==> src/rtl/vga_bounce_gen.sv <==
// Bouncing-square sprite overlay for a VGA pixel stream; moves one STEP per frame and changes colour on wall hits.
// Optional white one-pixel screen border when the BORDER_EN macro is defined.
module vga_bounce_gen #(
    parameter int H_DISPLAY = 640,
    parameter int V_DISPLAY = 480,
    parameter int BOX_SIZE  = 32,
    parameter int STEP      = 2
) (
    input  logic        clk,
    input  logic        rst,
    input  logic [9:0]  pixel_x,
    input  logic [9:0]  pixel_y,
    input  logic        video_on,
    input  logic        h_sync_in,
    input  logic        v_sync_in,
    input  logic        run,
    output logic [11:0] rgb,
    output logic        h_sync_out,
    output logic        v_sync_out,
    output logic        frame_tick
);

    localparam logic [10:0] X_MAX  = 11'(H_DISPLAY - BOX_SIZE);
    localparam logic [10:0] Y_MAX  = 11'(V_DISPLAY - BOX_SIZE);
    localparam logic [10:0] STEP_W = 11'(STEP);
    localparam logic [10:0] BOX_W  = 11'(BOX_SIZE);

    logic        vSyncPrev_q;
    logic        frameTick_q;
    logic        hSync_q;
    logic        vSync_q;
    logic [11:0] rgb_q;
    logic [11:0] rgb_d;

    logic [9:0]  boxX_q, boxX_d;
    logic [9:0]  boxY_q, boxY_d;
    logic        dirX_q, dirX_d;
    logic        dirY_q, dirY_d;
    logic [2:0]  col_q,  col_d;

    logic        updateEn;
    logic        hitX;
    logic        hitY;
    logic        insideBox;

    assign updateEn = frameTick_q & run;

    // Position/direction candidates; 11-bit compares keep the low wall free of underflow.
    always_comb begin
        boxX_d = boxX_q;
        dirX_d = dirX_q;
        hitX   = 1'b0;
        boxY_d = boxY_q;
        dirY_d = dirY_q;
        hitY   = 1'b0;
        if (updateEn) begin
            if (dirX_q) begin
                if (({1'b0, boxX_q} + STEP_W) >= X_MAX) begin
                    boxX_d = X_MAX[9:0];
                    dirX_d = 1'b0;
                    hitX   = 1'b1;
                end else begin
                    boxX_d = boxX_q + STEP_W[9:0];
                end
            end else begin
                if ({1'b0, boxX_q} <= STEP_W) begin
                    boxX_d = '0;
                    dirX_d = 1'b1;
                    hitX   = 1'b1;
                end else begin
                    boxX_d = boxX_q - STEP_W[9:0];
                end
            end
            if (dirY_q) begin
                if (({1'b0, boxY_q} + STEP_W) >= Y_MAX) begin
                    boxY_d = Y_MAX[9:0];
                    dirY_d = 1'b0;
                    hitY   = 1'b1;
                end else begin
                    boxY_d = boxY_q + STEP_W[9:0];
                end
            end else begin
                if ({1'b0, boxY_q} <= STEP_W) begin
                    boxY_d = '0;
                    dirY_d = 1'b1;
                    hitY   = 1'b1;
                end else begin
                    boxY_d = boxY_q - STEP_W[9:0];
                end
            end
        end
    end

    // A corner hit is still a single colour step; the sequence skips black.
    always_comb begin
        col_d = col_q;
        if (updateEn && (hitX || hitY)) begin
            col_d = (col_q == 3'd7) ? 3'd1 : col_q + 3'd1;
        end
    end

    assign insideBox = ({1'b0, pixel_x} >= {1'b0, boxX_q}) &&
                       ({1'b0, pixel_x} <  ({1'b0, boxX_q} + BOX_W)) &&
                       ({1'b0, pixel_y} >= {1'b0, boxY_q}) &&
                       ({1'b0, pixel_y} <  ({1'b0, boxY_q} + BOX_W));

`ifdef BORDER_EN
    localparam logic [9:0] H_LAST = 10'(H_DISPLAY - 1);
    localparam logic [9:0] V_LAST = 10'(V_DISPLAY - 1);
    logic onBorder;
    assign onBorder = (pixel_x == '0) || (pixel_x == H_LAST) ||
                      (pixel_y == '0) || (pixel_y == V_LAST);
`endif

    always_comb begin
        rgb_d = 12'h008;
        if (!video_on) begin
            rgb_d = 12'h000;
        end
`ifdef BORDER_EN
        else if (onBorder) begin
            rgb_d = 12'hFFF;
        end
`endif
        else if (insideBox) begin
            rgb_d = {{4{col_q[2]}}, {4{col_q[1]}}, {4{col_q[0]}}};
        end
    end

    always_ff @(posedge clk or posedge rst) begin
        if (rst) begin
            vSyncPrev_q <= 1'b1;
            frameTick_q <= 1'b0;
            hSync_q     <= 1'b1;
            vSync_q     <= 1'b1;
            rgb_q       <= 12'h000;
            boxX_q      <= '0;
            boxY_q      <= '0;
            dirX_q      <= 1'b1;
            dirY_q      <= 1'b1;
            col_q       <= 3'b100;
        end else begin
            vSyncPrev_q <= v_sync_in;
            frameTick_q <= vSyncPrev_q & ~v_sync_in;
            hSync_q     <= h_sync_in;
            vSync_q     <= v_sync_in;
            rgb_q       <= rgb_d;
            boxX_q      <= boxX_d;
            boxY_q      <= boxY_d;
            dirX_q      <= dirX_d;
            dirY_q      <= dirY_d;
            col_q       <= col_d;
        end
    end

    assign rgb        = rgb_q;
    assign h_sync_out = hSync_q;
    assign v_sync_out = vSync_q;
    assign frame_tick = frameTick_q;

endmodule

==> config.mk <==
export PLATFORM = sky130hd
export DESIGN_NAME = vga_bounce_gen
export DESIGN_NICKNAME = d
export VERILOG_FILES = /design/src/rtl/vga_bounce_gen.sv
export SDC_FILE = /design/constraint.sdc
export NUM_CORES = 1
export LEC_CHECK = 0
export ABC_AREA = 1
export CAP_MARGIN = 20
export CORE_UTILIZATION = 50
export DETAILED_ROUTE_END_ITERATION = 8
export PLACE_DENSITY = 0.74
export SYNTH_ARGS = -nofsm -noshare
export SYNTH_HDL_FRONTEND = slang
export SYNTH_SLANG_ARGS = --single-unit
==> constraint.sdc <==
create_clock -name clk -period 3.3 [get_ports clk]
set_clock_uncertainty 0.1 [all_clocks]
set_input_delay 0.33 -clock clk [delete_from_list [all_inputs] [get_ports clk]]
set_output_delay 0.33 -clock clk [all_outputs]
set_load 0.005 [all_outputs]
-- Word level (Yosys, flattened, before mapping)
Cells that the tools add are included.
- bits of input ports: 26
- word-level logic and storage cells: 56
- output and inout bits: 15
- bits in registers: 40
- reductions and logical operators: 5
- order comparisons: 8
- bitwise operators: 3
- add/subtract/negate cells: 9
- equal/unequal tests: 1
- mux-type cells: 21
- operators with widths (cell ; count):
    two-way mux 10 bit ; 6
    two-way mux 12 bit ; 2
    adder 10 x 2 -> 11 bit (second input constant) ; 2
    adder 10 x 6 -> 11 bit (second input constant) ; 2
    less-than comparator 10 x 11 -> 1 bit ; 2
    adder 10 x 2 -> 10 bit (second input constant) ; 2
    >= comparator 10 bit ; 2
    less-or-equal comparator 10 x 2 -> 1 bit (second input constant) ; 2
    subtractor 10 x 2 -> 10 bit (second input constant) ; 2
    two-way mux 1 bit ; 12
    >= comparator 11 x 10 -> 1 bit (second input constant) ; 1
    >= comparator 11 x 9 -> 1 bit (second input constant) ; 1
    logical AND 1 bit ; 4
    adder 3 x 1 -> 3 bit (second input constant) ; 1
    == test 3 bit (second input constant) ; 1
    two-way mux 3 bit ; 1
    bitwise AND 1 bit ; 2
    logical OR 1 bit ; 1
    inverter 1 bit ; 1

-- Longest topological paths before layout
- word-level depth: 7
- gate-level depth with buffers: 13
- depth with buffers taken out: 12

-- Worst setup path after synthesis
No wires, ideal clock.
- path type: register to register
- start point: register boxX_q[5]
- end point: register rgb_q[3], in the netlist rgb[3]
- cell stages (with the launch flop): 13
- period minus slack after synthesis: 2.011 ns
- data arrival time: 1.794 ns
- required time: 3.083 ns
- setup slack: 1.289 ns
- library setup time: 0.117 ns
- buffers on the path: 0
- cell sequence: dfrtp_1 ha_1 nand3_1 xor2_1 ha_1 a21oi_1 nand2_1 nand2_1 nand2_1 a21oi_1 nand3_1 nand2_1 nand2_1
- cells in the longest elaborated chain, start to end: 7
- elaborated cells on any way between the ends: 8
- classes of those cells: add/sub: 1; order compare: 2; mux: 2; reduce/logical: 3
- RTL lines (item ; line ; text):
    start: declaration ; 35 ; logic [9:0] boxX_q, boxX_d;
    start signal: assignment ; 148 ; boxX_q <= boxX_d;
    adder 10 x 6 -> 11 bit ; 103 ; ({1'b0, pixel_x} < ({1'b0, boxX_q} + BOX_W)) &&
    less-than comparator 10 x 11 -> 1 bit ; 103 ;
    logical AND 1 bit * ; 102 ; assign insideBox = ({1'b0, pixel_x} >= {1'b0, boxX_q}) &&
    logical AND 1 bit * ; 103 ;
    logical AND 1 bit * ; 104 ; ({1'b0, pixel_y} >= {1'b0, boxY_q}) &&
    two-way mux 12 bit * ; 125 ; else if (insideBox) begin
    two-way mux 12 bit * ; 117 ; if (!video_on) begin
    named net rgb_d[3] ; 33 ; logic [11:0] rgb_d;
    end signal: assignment ; 147 ; rgb_q <= rgb_d;
    end: declaration ; 32 ; logic [11:0] rgb_q;
Mark *: on every way through the listed nets, which the timed path passes. The rest lies on a longest branch.
A chain may end at the register's enable or synchronous reset.

-- Final worst setup path
- start point: register boxX_q[5]
- end point: register rgb_q[7], in the netlist rgb[7]
- cells in the longest elaborated chain, start to end: 7
- elaborated cells on any way between the ends: 8
- classes of those cells: add/sub: 1; order compare: 2; mux: 2; reduce/logical: 3
- RTL lines (item ; line):
    adder 10 x 6 -> 11 bit ; 103
    less-than comparator 10 x 11 -> 1 bit ; 103
    logical AND 1 bit * ; 102
    logical AND 1 bit * ; 103
    logical AND 1 bit * ; 104
    two-way mux 12 bit * ; 125
    two-way mux 12 bit * ; 117
Mark *: on every way between the ends. The rest lies on a longest branch, timed or not.

==> results.txt <==
----------------------------------------------------
[Critical path]
  Delay-heaviest family, CP ... adder cells
  Crit path cell chain ... inv_1 > ha_1 > inv_1 > ha_1 > inv_1 > nor2_1 > a21oi_1 > nand3_1 > a21oi_1 > nand3_1 > nor3_1
  Cells on worst reg2reg path ... 11
  Worst Path Class, Setup ... register to register
  Crit path capture type ... register
  Worst path buffer plus inverter count ... 3
  Setup slack of the most critical reg-to-reg path ... 0.96 ns
  Startpoint class of the critical path ... register
  CP Max Fanout ... 7
  Critical Path AT ... 2.44 ns
  R2R Path End ... rgb[7]
  Master of the slowest instance on the critical path ... dfrtp_1
  Critical path's most frequent cell ... inv_1
  Delay of the slowest critical-path stage ... 0.48 ns
  Critical R2R Launch ... boxX_q[5]
  Required time at the worst-slack endpoint ... 3.40 ns

[Power]
  Leakage power total ... roughly 1.6 nW
  PwrDens ... 686 nW/um^2
  Overall power of the completed layout ... 2.36 mW
  Maximum resistive drop on vdd ... between 0.0003 and 0.0004 V

[Layout]
  FILL cells ... 516
  Ant diodes ... 0
  Fin util ... between 60 and 70%
  Nets@finish ... 497
  Most common library cell in the layout ignoring fill and taps ... nand2_1
  Finished layout cell area ... 3440 um^2
  Fraction of final layout cells with drive strength greater than 1 ... approximately 11%
  Commonest cells after routing, fill and taps aside ... 75 x nand2_1, 44 x nor2_1, 40 x ha_1
  Area added between synthesis and finish ... 15.2%

[Routing]
  Wire length per cell ... 12.8 um
  Vias ... 2705
  Routed Antenna Nets ... 0
  DRC violations left ... 0
  Drt first-iter violations ... 138
  Total wire length after detailed routing ... 6470 um
  Average vias per placed instance ... 5.37
  Number of detailed-route iterations in the first pass ... 4

[Floorplanning]
  Core Box Area ... approximately 5600 um^2
  Die ar. ... 6280 um^2
  Number of top-level pins ... 41
  Die Y ... a little under 80 um
  Effective utilization at floorplan ... 52.8%
  Horizontal extent of the die ... 79.2 um
  Cell Rows ... 27

[Placed design]
  Post-Place Worst Slack ... 0.961 ns
  Cell area after placement ... 3340 um^2
  GPL Wtd Cong ... ~0.86
  Total half-perimeter wirelength after legalization and detailed placement ... roughly 5100 um
  Port bufs ... 38

[Clocking]
  Number of gates resized after cts ... 0
  Maximum level of the CTS H-tree ... 2
  Number of buffers added by the clock tree synthesis step ... 5
  Setup fix buffers added after clock tree synthesis ... 0
  CTS root buf ... clkbuf_8
  Count of hold-fix buffers inserted at cts ... 0
  Clock buffer depth ... 2
  Skew-Pair Late Insertion Delay ... between 0.2 and 0.3 ns
  Clock slew seen by the registers of the worst setup and hold paths ... about 0.07 ns
  Clock tree from TritonCTS ... yes
  Clock Sinks ... 30

[Timing]
  Setup Total Neg Slack ... 0 ns
  Worst slew margin ... roughly 62%
  Final period util ... 70.9%
  Setup-violating endpoint count in the final report ... 0
  Number of pins exceeding their max-slew limit in the final report ... 0
  Final critical delay including setup and external delays ... about 2.3 ns
  Final number of hold-violating endpoints ... 0
  Transition at the pin with the smallest max-transition slack ... 0.563 ns
  Unrepaired setup endpoints after global routing ... no
  Max frequency ... 427 MHz
  Minimum setup slack in the final design ... 0.960 ns

[Min path]
  Hold Path Class ... input port to asynchronous set/reset pin

[Global route]
  Combined global-route utilization of all metal layers ... 22.7%
  Global-route wire length before repair ... 11300 um
  Total gr overflow ... 0
  Via count of the first global-routing pass ... 2602
  Largest net degree at the start of global routing ... 29
  Antenna violations before repair ... 0

[Yosys]
  Count of unique library cells instantiated by Yosys ... 39
  Average cell area after synthesis ... roughly 7.4 um^2
  Post-Syn Area ... 2980 um^2
  Total of warnings raised by yosys ... 0
  Number of nets in the synthesized netlist ... 468
  Synth Register Bits ... 30
  Fraction of the yosys area taken by sequential cells ... 25.4%
  Post-Synthesis Cells ... 402

[Outcome]
  Outcome ... completed

[Job]
  Max-capacitance violation count ... 0

----------------------------------------------------
[registers in the layout, summed over array words and instances, names as in the netlist, 3 cells and up]
register,count
boxX_q,9
boxY_q,9
rgb,4
col_q,3
[layout make-up]
type / count / area (um^2) / area share (%)
sequential: 30 / 757 / 22.0
clock inverter: 1 / 5.00 / 0.146
multi-input combinational: 313 / 1950 / 56.8
tap: 72 / 90.1 / 2.62
timing repair buffer: 39 / 388 / 11.3
clock buffer: 7 / 86.3 / 2.51
inverter: 42 / 159 / 4.62
[power by group]
group / total (mW) / switching (mW) / leakage (nW) / internal (mW)
sequential: 0.679 / 0.189 / 0.347 / 0.490
clock: 0.313 / 0.144 / 0.0482 / 0.168
combinational: 1.37 / 0.820 / 1.22 / 0.546
total: 2.36 / 1.15 / 1.61 / 1.20
[synth_stat cells]
| library cell | count | share of area [%] |
|---|---|---|
| nor3_2 | 1 | 0.34 |
| or2_1 | 1 | 0.21 |
| buf_6 | 2 | 0.76 |
| o21bai_1 | 2 | 0.50 |
| a21oi_2 | 3 | 0.88 |
| a22oi_1 | 2 | 0.50 |
| o21a_1 | 1 | 0.25 |
| nor3_1 | 4 | 0.67 |
| o211ai_1 | 2 | 0.50 |
| nand4_1 | 5 | 1.0 |
| clkbuf_2 | 1 | 0.17 |
| o21ai_2 | 1 | 0.29 |
| nand3_1 | 31 | 5.2 |
| o2111ai_1 | 1 | 0.29 |
| clkinv_2 | 1 | 0.17 |
| nand3_2 | 10 | 3.4 |
| o21ai_0 | 20 | 3.4 |
| a21o_1 | 1 | 0.25 |
| xnor2_1 | 2 | 0.59 |
| nand3b_1 | 1 | 0.25 |
| dfstp_2 | 5 | 4.4 |
| buf_2 | 1 | 0.17 |
| ha_1 | 40 | 17 |
| clkbuf_1 | 4 | 0.50 |
| and2_1 | 1 | 0.21 |
| inv_1 | 34 | 4.3 |
| a21boi_0 | 1 | 0.25 |
| a31oi_1 | 3 | 0.63 |
| nor2_2 | 6 | 1.3 |
| dfrtp_1 | 25 | 21 |
| nand2_1 | 75 | 9.4 |
| nor2_1 | 44 | 5.5 |
| a21oi_1 | 25 | 4.2 |
| xor2_1 | 23 | 6.8 |
| buf_4 | 9 | 2.3 |
| nand3_4 | 1 | 0.59 |
| nand2_2 | 5 | 1.0 |
| nor4_1 | 1 | 0.21 |
| inv_2 | 7 | 0.88 |
[through the flow]
stage / hold slack [ns] / std cells
2_1_floorplan: 0.234 / 402
3_3_place_gp: 0.357 / 496
3_5_place_dp: 0.361 / 496
4_1_cts: 0.310 / 504
5_1_grt: 0.362 / 504
6_report: 0.291 / 504
[logic make-up (layout without fill, tap and decap cells)]
group,count (synthesis),after routing,share of synthesized area [%]
simple gates,186,186,29.4
fa+ha+maj,40,40,16.8
xor+xnor,25,25,7.34
flops,30,30,25.4
compound gates,62,62,11.9
buf+inv,59,89,9.19
[metal layers]
layer	track usage, %	wire length [um]
met3	3.91	256
met4	8.00	119
met1	26.8	2850
met2	40.9	3250
met5	0	0
[worst max-delay path by stage]
stage,startpoint,end,slack [ns],cells past startpoint
after global routing,boxX_q[5],rgb[7],0.68,11
after global placement,run,boxY_q[9],1.0,6
final,boxX_q[5],rgb[7],0.96,11
after detailed placement,run,boxY_q[9],0.96,6
after floorplan,boxX_q[5],rgb[3],1.29,12
after CTS,boxX_q[5],rgb[7],0.94,11
No activity file was read; power rests on OpenSTA's default activity.
